--- src/rtl/rounding_sched_if.sv ---
// Handshake bundle for rounding_sched: per-channel sample inputs with ready,
// plus the single tagged output stream with downstream ready.
interface rounding_sched_if #(
  parameter int pN_CH   = 4,
  parameter int pIDAT_W = 24,
  parameter int pODAT_W = 8
);
  localparam int CH_W = $clog2(pN_CH);

  logic [pN_CH-1:0]          ival;
  logic [pN_CH*pIDAT_W-1:0]  idat;
  logic [pN_CH-1:0]          ordy;
  logic                      oval;
  logic [CH_W-1:0]           ochan;
  logic signed [pODAT_W-1:0] odat;
  logic                      iordy;

  modport master (output ival, idat, iordy, input ordy, oval, ochan, odat);
  modport slave  (input ival, idat, iordy, output ordy, oval, ochan, odat);
endinterface

--- src/rtl/rounding_sched.sv ---
// Round-robin scheduler sharing one round-half-up/saturate stage between pN_CH
// requesters. Optional per-channel clip counters under ROUNDING_SCHED_STAT_EN.
module rounding_sched #(
  parameter int pN_CH       = 4,
  parameter int pIDAT_W     = 24,
  parameter int pODAT_W     = 8,
  parameter int pDIV        = 16,
  parameter int pFULL_SCALE = 0
) (
  input  logic                 iclk,
  input  logic                 ireset,
  input  logic                 iclkena,
  rounding_sched_if.slave      bus
`ifdef ROUNDING_SCHED_STAT_EN
  ,
  input  logic                 iclr_stat,
  output logic [pN_CH*16-1:0]  osat_cnt
`endif
);

  localparam int CH_W    = $clog2(pN_CH);
  localparam int SUM_W   = pIDAT_W + 1;
  localparam int HALF_SH = (pDIV > 0) ? pDIV - 1 : 0;
  localparam logic signed [SUM_W-1:0] HALF = (pDIV > 0) ? (SUM_W'(1) << HALF_SH) : '0;
  localparam longint MAXL = (longint'(1) << (pODAT_W - 1)) - 1;
  localparam longint MINL = (pFULL_SCALE != 0) ? -MAXL - 1 : -MAXL;
  localparam logic signed [SUM_W-1:0] MAXV = SUM_W'(MAXL);
  localparam logic signed [SUM_W-1:0] MINV = SUM_W'(MINL);
  localparam logic [CH_W:0] NCH = (CH_W + 1)'(pN_CH);

  function automatic logic signed [SUM_W-1:0] rnd_shift(input logic signed [pIDAT_W-1:0] x);
    logic signed [SUM_W-1:0] sum;
    sum = {x[pIDAT_W-1], x} + HALF;
    return sum >>> pDIV;
  endfunction

  function automatic logic sat_clip(input logic signed [SUM_W-1:0] q);
    return (q > MAXV) || (q < MINV);
  endfunction

  function automatic logic signed [pODAT_W-1:0] sat_val(input logic signed [SUM_W-1:0] q);
    if (q > MAXV)      return MAXV[pODAT_W-1:0];
    else if (q < MINV) return MINV[pODAT_W-1:0];
    else               return q[pODAT_W-1:0];
  endfunction

  logic [pN_CH-1:0]          full_p0;
  logic signed [pIDAT_W-1:0] hold_p0 [pN_CH];
  logic [CH_W-1:0]           rr_p0;
  logic                      vld_p1;
  logic [CH_W-1:0]           ochan_p1;
  logic signed [pODAT_W-1:0] odat_p1;

  logic                      adv;
  logic                      win_vld;
  logic [CH_W-1:0]           win_idx;
  logic [CH_W:0]             cand;
  logic [CH_W:0]             rr_nxt;
  logic signed [SUM_W-1:0]   q_win;

  assign adv       = iclkena & (~vld_p1 | bus.iordy);
  assign bus.ordy  = ~full_p0;
  assign bus.oval  = vld_p1;
  assign bus.ochan = ochan_p1;
  assign bus.odat  = odat_p1;

  // Descending scan so the channel closest to the pointer is written last and wins.
  always_comb begin
    win_vld = 1'b0;
    win_idx = '0;
    cand    = '0;
    for (int k = pN_CH - 1; k >= 0; k--) begin
      cand = {1'b0, rr_p0} + (CH_W + 1)'(k);
      if (cand >= NCH) cand = cand - NCH;
      if (full_p0[cand[CH_W-1:0]]) begin
        win_vld = 1'b1;
        win_idx = cand[CH_W-1:0];
      end
    end
  end

  always_comb begin
    rr_nxt = {1'b0, win_idx} + (CH_W + 1)'(1);
    if (rr_nxt >= NCH) rr_nxt = '0;
  end

  assign q_win = rnd_shift(hold_p0[win_idx]);

  // Stage p0: per-channel holding registers and grant pointer
  always_ff @(posedge iclk or negedge ireset) begin
    if (!ireset) begin
      full_p0 <= '0;
      rr_p0   <= '0;
    end else if (iclkena) begin
      for (int i = 0; i < pN_CH; i++)
        if (bus.ival[i] && !full_p0[i]) full_p0[i] <= 1'b1;
      if (adv && win_vld) begin
        full_p0[win_idx] <= 1'b0;
        rr_p0            <= rr_nxt[CH_W-1:0];
      end
    end
  end

  always_ff @(posedge iclk) begin
    if (iclkena)
      for (int i = 0; i < pN_CH; i++)
        if (bus.ival[i] && !full_p0[i]) hold_p0[i] <= bus.idat[i*pIDAT_W +: pIDAT_W];
  end

  // Stage p1: rounded/saturated output register, held while downstream stalls
  always_ff @(posedge iclk or negedge ireset) begin
    if (!ireset) begin
      vld_p1   <= 1'b0;
      ochan_p1 <= '0;
      odat_p1  <= '0;
    end else if (adv) begin
      vld_p1 <= win_vld;
      if (win_vld) begin
        ochan_p1 <= win_idx;
        odat_p1  <= sat_val(q_win);
      end
    end
  end

`ifdef ROUNDING_SCHED_STAT_EN
  logic [15:0] sat_cnt [pN_CH];

  always_ff @(posedge iclk or negedge ireset) begin
    if (!ireset) begin
      for (int i = 0; i < pN_CH; i++) sat_cnt[i] <= '0;
    end else if (iclkena) begin
      if (iclr_stat) begin
        for (int i = 0; i < pN_CH; i++) sat_cnt[i] <= '0;
      end else if (adv && win_vld && sat_clip(q_win) && (sat_cnt[win_idx] != 16'hFFFF)) begin
        sat_cnt[win_idx] <= sat_cnt[win_idx] + 16'd1;
      end
    end
  end

  always_comb begin
    osat_cnt = '0;
    for (int i = 0; i < pN_CH; i++) osat_cnt[i*16 +: 16] = sat_cnt[i];
  end
`endif

endmodule

--- src/flat_wrapper.sv ---
// flat-port wrapper written by rule: the top's interface ports become plain ports
module rounding_sched_flat 
#(
  parameter int pN_CH       = 4,
  parameter int pIDAT_W     = 24,
  parameter int pODAT_W     = 8,
  parameter int pDIV        = 16,
  parameter int pFULL_SCALE = 0
)
  (iclk, ireset, iclkena, bus_ival, bus_idat, bus_iordy, bus_ordy, bus_oval, bus_ochan, bus_odat);
  rounding_sched_if #(.pN_CH(pN_CH), .pIDAT_W(pIDAT_W), .pODAT_W(pODAT_W)) bus_i ();
  input  logic iclk;
  input  logic ireset;
  input  logic iclkena;
  input wire logic [$bits(bus_i.ival)-1:0] bus_ival;
  input wire logic [$bits(bus_i.idat)-1:0] bus_idat;
  input wire logic [$bits(bus_i.iordy)-1:0] bus_iordy;
  output wire logic [$bits(bus_i.ordy)-1:0] bus_ordy;
  output wire logic [$bits(bus_i.oval)-1:0] bus_oval;
  output wire logic [$bits(bus_i.ochan)-1:0] bus_ochan;
  output wire logic [$bits(bus_i.odat)-1:0] bus_odat;
  assign bus_i.ival = bus_ival;
  assign bus_i.idat = bus_idat;
  assign bus_i.iordy = bus_iordy;
  assign bus_ordy = bus_i.ordy;
  assign bus_oval = bus_i.oval;
  assign bus_ochan = bus_i.ochan;
  assign bus_odat = bus_i.odat;
  rounding_sched #(.pN_CH(pN_CH), .pIDAT_W(pIDAT_W), .pODAT_W(pODAT_W), .pDIV(pDIV), .pFULL_SCALE(pFULL_SCALE)) u_core (.iclk(iclk), .ireset(ireset), .iclkena(iclkena), .bus(bus_i));
endmodule
--- config.mk ---
export PLATFORM = sky130hd
export DESIGN_NAME = rounding_sched_flat
export DESIGN_NICKNAME = d
export VERILOG_FILES = /design/src/rtl/rounding_sched_if.sv /design/src/rtl/rounding_sched.sv /design/src/flat_wrapper.sv
export SDC_FILE = /design/constraint.sdc
export NUM_CORES = 1
export LEC_CHECK = 0
export CAP_MARGIN = 10
export CORE_MARGIN = 8
export CORE_UTILIZATION = 45
export CTS_CLUSTER_SIZE = 8
export DETAILED_ROUTE_END_ITERATION = 16
export GPL_TIMING_DRIVEN = 1
export PLACE_DENSITY = 0.91
export SLEW_MARGIN = 20
export SYNTH_ARGS = -nofsm -noshare
export SYNTH_HDL_FRONTEND = slang
export SYNTH_SLANG_ARGS = --single-unit
--- constraint.sdc ---
create_clock -name iclk -period 5.6 [get_ports iclk]
set_input_delay 1.12 -clock iclk [delete_from_list [all_inputs] [get_ports iclk]]
set_output_delay 1.12 -clock iclk [all_outputs]
set_load 0.01 [all_outputs]
==> results.sh, run 1 <==
export IMPL_die_area_sq_um=8530
export IMPL_hold_path_class="reg -> reg"
export IMPL_endpoint_kind="flop"
export IMPL_yosysWarnings=0
export IMPL_start_util_pct=45.4
export IMPL_synth_cell_types=58
export IMPL_cts_clk_slew_worst_paths_ns=0.09
export IMPL_wl_um=6120
export IMPL_critPathMaxStageDelay_ns=0.75
export IMPL_grt_overflow=0
export IMPL_synth_top_area_cell="edfxtp_1"
export IMPL_hold_worst_slack_ns=0.488
export IMPL_tns_ns=0
export IMPL_grt_setup_unrepaired="no"
export IMPL_syn_avg_cell_area_sq_um=11.8
export IMPL_leakagePower_uw=0.00125
export IMPL_fin_skew_ns=0.00177
export IMPL_dpl_hpwl_um=4710
export IMPL_drtAntennaViolNets=0
export IMPL_io_pins=119
export IMPL_clock_latency_ns=0.31
export IMPL_cts_buffers=5
export IMPL_synth_common_cells="edfxtp_1, nand2_1, dfrtp_1, nor2_1, o21ai_0"
export IMPL_cts_resized_gates=0
export IMPL_floorplan_rows=28
export IMPL_status="finished, final reports clean"
export IMPL_syn_nets=333
export IMPL_post_route_cells_drive_above_1_share_pct=7.47
export IMPL_wire_per_inst_um=17.2
export IMPL_routabilityCongestion=0.875
export IMPL_cts_root_buf="clkbuf_8"
export IMPL_finalCritPeriodShare_pct=67.1
export IMPL_htreeDepth=2
export IMPL_grt_antenna_before_repair=0
export IMPL_async_flop_share_pct=32.1
export IMPL_wl_met1_um=2640
export IMPL_finish_utilization_pct=58.4
export IMPL_maxCapViolCount=0
export IMPL_fin_cells=356
export IMPL_fillCellCount=492
export IMPL_peakVddDrop_mv=0.238
export IMPL_highest_layer="met4"
export IMPL_wl_met2_um=2880
export IMPL_worst_slew_pin_slew_ns=0.953
export IMPL_r2r_slack_ns=1.84
export IMPL_netlist_area_sq_um=2620
export IMPL_ys_flop_type="edfxtp_1"
export IMPL_path_max_fanout=16
export IMPL_syn_inst=223
export IMPL_yosysSeqAreaShare_pct=57.4
export IMPL_n_antenna_cell=0
export IMPL_port_buffers=58
export IMPL_avgViaCountPerCell=5.57
export IMPL_grt_total_usage_pct=14.9
export IMPL_cts_tree="done"
export IMPL_multi_input_area_sq_um=1040
export IMPL_synth_edf_count=36
export IMPL_vias=1983
export IMPL_drtIter0Drc=143
export IMPL_path_cells="nor2b_1, o21bai_1, and2_0, inv_1, o32a_2, or2_0, mux2_2, a2bb2oi_1, o31ai_2, o32a_1"
export IMPL_critPathTopFamily="compound AO/OA/AOI/OAI gates"
export IMPL_crit_path_top_delay_cell="and2_0"
export IMPL_min_period_ns=3.76
export IMPL_hold_viol_final=0
export IMPL_core_area_sq_um=5780
export IMPL_path_class="reg -> reg"
export IMPL_first_global_vias=2048
export IMPL_die_w_um=92.4
export IMPL_path_buf_inv=1
export IMPL_die_y_um=92.4
export IMPL_crit_required_ns=5.86
export IMPL_slew_viol_final=0
export IMPL_ys_ff_latch=53
export IMPL_max_freq_mhz=266
export IMPL_cts_sinks=53
export IMPL_seqCellArea_sq_um=1510
export IMPL_drtPass1Iterations=4
export IMPL_setup_viol=0
export IMPL_yosysTopAreaCellShare_pct=41.2
export IMPL_wl_met3_um=478
export IMPL_cellPowerDensity_nw_per_um2=551
export IMPL_yosys_top_cells_area="edfxtp_1, dfrtp_1, nand2_1"
export IMPL_area_growth_synth_to_final_pct=28.7
export IMPL_start_kind="flop"
export IMPL_clock_path_buffers=2
export IMPL_post_cts_buffers=0
export IMPL_yosysMostFrequentCell="edfxtp_1"
export IMPL_cts_hold_buf=0
export IMPL_critPathArrivalTime_ns=4.01
export IMPL_grt_pass1_wl_um=10100
export IMPL_grt_max_degree=19
export IMPL_dp_cells=348
export IMPL_timing_slew_headroom_pct=36.2
export IMPL_drcViolationCount=0
export IMPL_fin_nets=390
-- per-layer routing --
layer	global-route usage (%)	vias to the layer above
met5	0	-
met4	6.17	0
met3	5.58	13
met2	24.6	74
met1	16.9	938
li1	-	958
-- worst min-delay path: stages (launching register included) --
cell	delay, ns
dfrtp_1	0.36
nand2_1	0.04
o21ai_0	0.06
-- power breakdown --
| group | switching [uW] | internal [uW] |
|---|---|---|
| Combinational | 587 | 457 |
| Sequential | 58.1 | 498 |
| Clock | 127 | 132 |
| Total | 773 | 1090 |
-- cells in the final DEF (no fill, tap or decap), drive strengths merged, types with 3 or more instances in the layout --
cell / netlist / layout
inv: 10 / 10
o31ai: 4 / 4
ha: 6 / 6
xnor2: 4 / 4
or2: 3 / 3
o32a: 3 / 3
nand3: 11 / 11
dfrtp: 17 / 17
nor3b: 6 / 6
nand2: 22 / 22
a22oi: 4 / 4
nor4: 6 / 6
nor2b: 4 / 4
and3: 8 / 8
mux2i: 3 / 3
clkdlybuf4s50: 0 / 58
edfxtp: 36 / 36
nor2: 13 / 13
a21oi: 5 / 5
o21ai: 12 / 12
clkbuf: 4 / 5
a211oi: 4 / 4
-- path summary, 6_finish.rpt --
check	cells past startpoint	from	to
hold reg to reg	2	u_core.bus.odat[6]$_DFFE_PN0P_	u_core.bus.odat[6]$_DFFE_PN0P_
setup / recovery	10	u_core.full_p0[0]$_DFFE_PN0P_	u_core.bus.odat[0]$_DFFE_PN0P_
setup reg to reg	10	u_core.full_p0[0]$_DFFE_PN0P_	u_core.bus.odat[0]$_DFFE_PN0P_
max in group asynchronous	1	ireset	u_core.bus.odat[3]$_DFFE_PN0P_
min in group asynchronous	1	ireset	u_core.bus.ochan[0]$_DFFE_PN0P_
hold / removal	2	u_core.bus.odat[6]$_DFFE_PN0P_	u_core.bus.odat[6]$_DFFE_PN0P_
-- cells by family after synthesis --
logic type	Yosys count	share of synthesized area (%)
multiplexers	5	2.00
AND/OR/NAND/NOR	82	17.4
adder cells (fa/ha/maj)	6	2.86
AO/OA/AOI/OAI	53	15.7
XOR/XNOR	5	1.67
buffers and inverters	19	2.96
flip-flops	53	57.4
-- stage by stage --
stage	setup slack (ns)	cell area, sq um	power (uW)
after floorplan	2.74	2620	1300
after global placement	1.97	3270	1570
after detailed placement	1.93	3270	1600
after CTS	1.89	3380	1860
after global routing	1.53	3380	2000
final	1.84	3380	1860
-- state kept, by name, indices dropped and copies added, names as in the netlist --
signal,count
u_core.bus.ochan,2
u_core.bus.odat,8
u_core.rr_p0,2
u_core.full_p0,4
u_core.bus.oval,1
u_core.hold_p0,36
-- final cells by class --
cell class / instances / area share (%)
clock buffers: 5 / 2.04
clock inverters: 3 / 1.22
inverters: 10 / 1.11
multi-input cells: 151 / 30.8
flip-flops and latches: 53 / 44.6
well taps: 75 / 2.78
repair buffers: 59 / 17.4
(Power assumes the default switching activity.)
==> run 2, diff against run 1 <==
--- a/config.mk
+++ b/config.mk
@@ -7,11 +7,11 @@
 export LEC_CHECK = 0
 export CAP_MARGIN = 10
 export CORE_MARGIN = 8
-export CORE_UTILIZATION = 45
+export CORE_UTILIZATION = 42
 export CTS_CLUSTER_SIZE = 8
 export DETAILED_ROUTE_END_ITERATION = 16
 export GPL_TIMING_DRIVEN = 1
-export PLACE_DENSITY = 0.91
+export PLACE_DENSITY = 0.86
 export SLEW_MARGIN = 20
 export SYNTH_ARGS = -nofsm -noshare
 export SYNTH_HDL_FRONTEND = slang
==> constraint.sdc (replaced) <==
create_clock -name iclk -period 3.6 [get_ports iclk]
set_input_delay 0.72 -clock iclk [delete_from_list [all_inputs] [get_ports iclk]]
set_output_delay 0.72 -clock iclk [all_outputs]
set_load 0.01 [all_outputs]
==> results.sh, run 2 (synthesis results as in run 1) <==
export IMPL_power_clock_fraction_pct=13.3
export IMPL_port_buffers=58
export IMPL_first_global_vias=1979
export IMPL_fillCellCount=526
export IMPL_start_kind="flop"
export IMPL_grt_antenna_before_repair=0
export IMPL_floorplan_rows=29
export IMPL_ff2ff_path_depth=9
export IMPL_leakagePower_uw=0.00128
export IMPL_start_util_pct=42.3
export IMPL_power_frac_comb_pct=57.9
export IMPL_peakVddDrop_mv=0.409
export IMPL_worst_slew_pin_slew_ns=0.877
export IMPL_grt_pass1_wl_um=9530
export IMPL_hold_viol_final=0
export IMPL_seqPwrFrac_pct=28.8
export IMPL_grt_total_usage_pct=13.8
export IMPL_switching_share_pct=41.3
export IMPL_grt_use_met3_pct=4.65
export IMPL_post_cts_buffers=0
export IMPL_io_pins=119
export IMPL_status="finished, final reports clean"
export IMPL_finish_utilization_pct=55.2
export IMPL_slew_viol_final=0
export IMPL_holdPathStages=2
export IMPL_endpoint_kind="flop"
export IMPL_max_freq_mhz=303
export IMPL_hold_path_class="reg -> reg"
export IMPL_max_flop_register="u_core.hold_p0"
export IMPL_crit_required_ns=3.84
export IMPL_grt_max_degree=19
export IMPL_reg2reg_to="u_core.bus.odat[0]$_DFFE_PN0P_"
export IMPL_power_switching_uw=1220
export IMPL_die_w_um=95.0
export IMPL_drtPass1Iterations=4
export IMPL_n_antenna_cell=0
export IMPL_min_period_ns=3.30
export IMPL_dpl_hpwl_um=4800
export IMPL_wl_um=6120
export IMPL_drtAntennaViolNets=0
export IMPL_intPower_uw=1740
export IMPL_timing_slew_headroom_pct=41.3
export IMPL_layout_common_cells="clkdlybuf4s50_1, edfxtp_1, nand2_1"
export IMPL_wire_per_inst_um=16.9
export IMPL_cts_buffers=5
export IMPL_htreeDepth=2
export IMPL_cts_tree="done"
export IMPL_area_growth_synth_to_final_pct=30.5
export IMPL_routabilityCongestion=0.861
export IMPL_clock_latency_ns=0.31
export IMPL_post_route_cells_drive_above_1_share_pct=9.79
export IMPL_drtIter0Drc=137
export IMPL_grt_setup_unrepaired="no"
export IMPL_cp_startpoint="u_core.full_p0[0]$_DFFE_PN0P_"
export IMPL_setup_viol=0
export IMPL_maxCapViolCount=0
export IMPL_busiest_layer="met2"
export IMPL_path_max_fanout=18
export IMPL_holdPathEnd="u_core.bus.ochan[0]$_DFFE_PN0P_"
export IMPL_largest_reg_flops=36
export IMPL_fin_skew_ns=0.00815
export IMPL_cts_root_buf="clkbuf_8"
export IMPL_cellPowerDensity_nw_per_um2=864
export IMPL_drcViolationCount=0
export IMPL_vias=1984
export IMPL_path_class="reg -> reg"
export IMPL_final_common_cell="clkdlybuf4s50_1"
export IMPL_met2_usage_pct=22.0
export IMPL_die_y_um=95.0
export IMPL_cts_clk_slew_worst_paths_ns=0.09
export IMPL_avgViaCountPerCell=5.47
export IMPL_core_area_sq_um=6200
export IMPL_die_area_sq_um=9030
export IMPL_tns_ns=0
export IMPL_r2r_slack_ns=0.30
export IMPL_use_met1_pct=16.9
export IMPL_r2r_start="u_core.full_p0[0]$_DFFE_PN0P_"
export IMPL_fin_nets=395
export IMPL_finalCritPeriodShare_pct=91.5
export IMPL_grt_overflow=0
export IMPL_clock_path_buffers=2
export IMPL_critPathArrivalTime_ns=3.54
export IMPL_hp_start="u_core.bus.ochan[0]$_DFFE_PN0P_"
export IMPL_cts_sinks=53
run 2: cell types whose count changed in the layout (fill, tap and decap cells not counted), sizes merged:
cell,change
buf,+5
run 2: through the flow:
step	total power (uW)	std cells	area [sq um]	setup WS [ns]	hold slack, ns
floorplan	2020	223	2620	0.741	0.424
global placement	2490	355	3310	0.235	0.462
detailed placement	2530	355	3310	0.197	0.473
CTS	2930	363	3420	0.154	0.494
global route	3140	363	3420	0.227	0.513
finish	2960	363	3420	0.304	0.490
run 2: how the worst max path moves through the flow:
stage | endpoint | slack [ns] | cells past startpoint
after floorplan | u_core.bus.odat[0]$_DFFE_PN0P_ | 0.74 | 9
after global placement | u_core.bus.odat[0]$_DFFE_PN0P_ | 0.23 | 9
after detailed placement | u_core.bus.odat[0]$_DFFE_PN0P_ | 0.20 | 9
after CTS | u_core.bus.odat[0]$_DFFE_PN0P_ | 0.15 | 9
after global routing | u_core.bus.odat[0]$_DFFE_PN0P_ | 0.23 | 9
final | u_core.bus.odat[0]$_DFFE_PN0P_ | 0.30 | 9
run 2: repair_timing:
item | 4_1_cts | 5_1_grt
setup endpoints to repair | 0 | 2
resized for setup | 0 | 2
hold endpoints to repair | 0 | 0
hold buffers | 0 | 0
run 2: metal layers:
metal / vias up / wire length, um / share of wire (%)
met5: - / 0 / 0
met1: 946 / 2620 / 43
met2: 65 / 2900 / 47
li1: 965 / - / -
met3: 8 / 526 / 8.6
met4: 0 / 80 / 1.3
run 2: cell type report:
type | count | area, sq um | share of cell area (%)
Inverter | 10 | 37.5 | 1.10
Clock inverter | 3 | 41.3 | 1.21
Clock buffer | 5 | 68.8 | 2.01
Multi-Input combinational cell | 151 | 1050 | 30.6
Timing Repair Buffer | 64 | 626 | 18.3
Tap cell | 77 | 96.3 | 2.81
Sequential cell | 53 | 1510 | 44.0
run 2: worst max-delay path, stage by stage (launching register included):
cell and delay [ns]:
dfrtp_1 0.44, nor2b_2 0.22, or4b_4 0.61, nand2_4 0.22
mux2_2 0.40, o21ai_0 0.39, o21bai_1 0.17, or3b_1 0.38
o31ai_2 0.23, o32a_1 0.17
run 2: power groups by stage:
stage / combinational [uW] / sequential [uW] / clock [uW]
detailed placement: 1670 / 864 / 0
floorplan: 1140 / 875 / 0
CTS: 1670 / 852 / 402
finish: 1710 / 851 / 394
global placement: 1630 / 856 / 0
global route: 1850 / 867 / 423
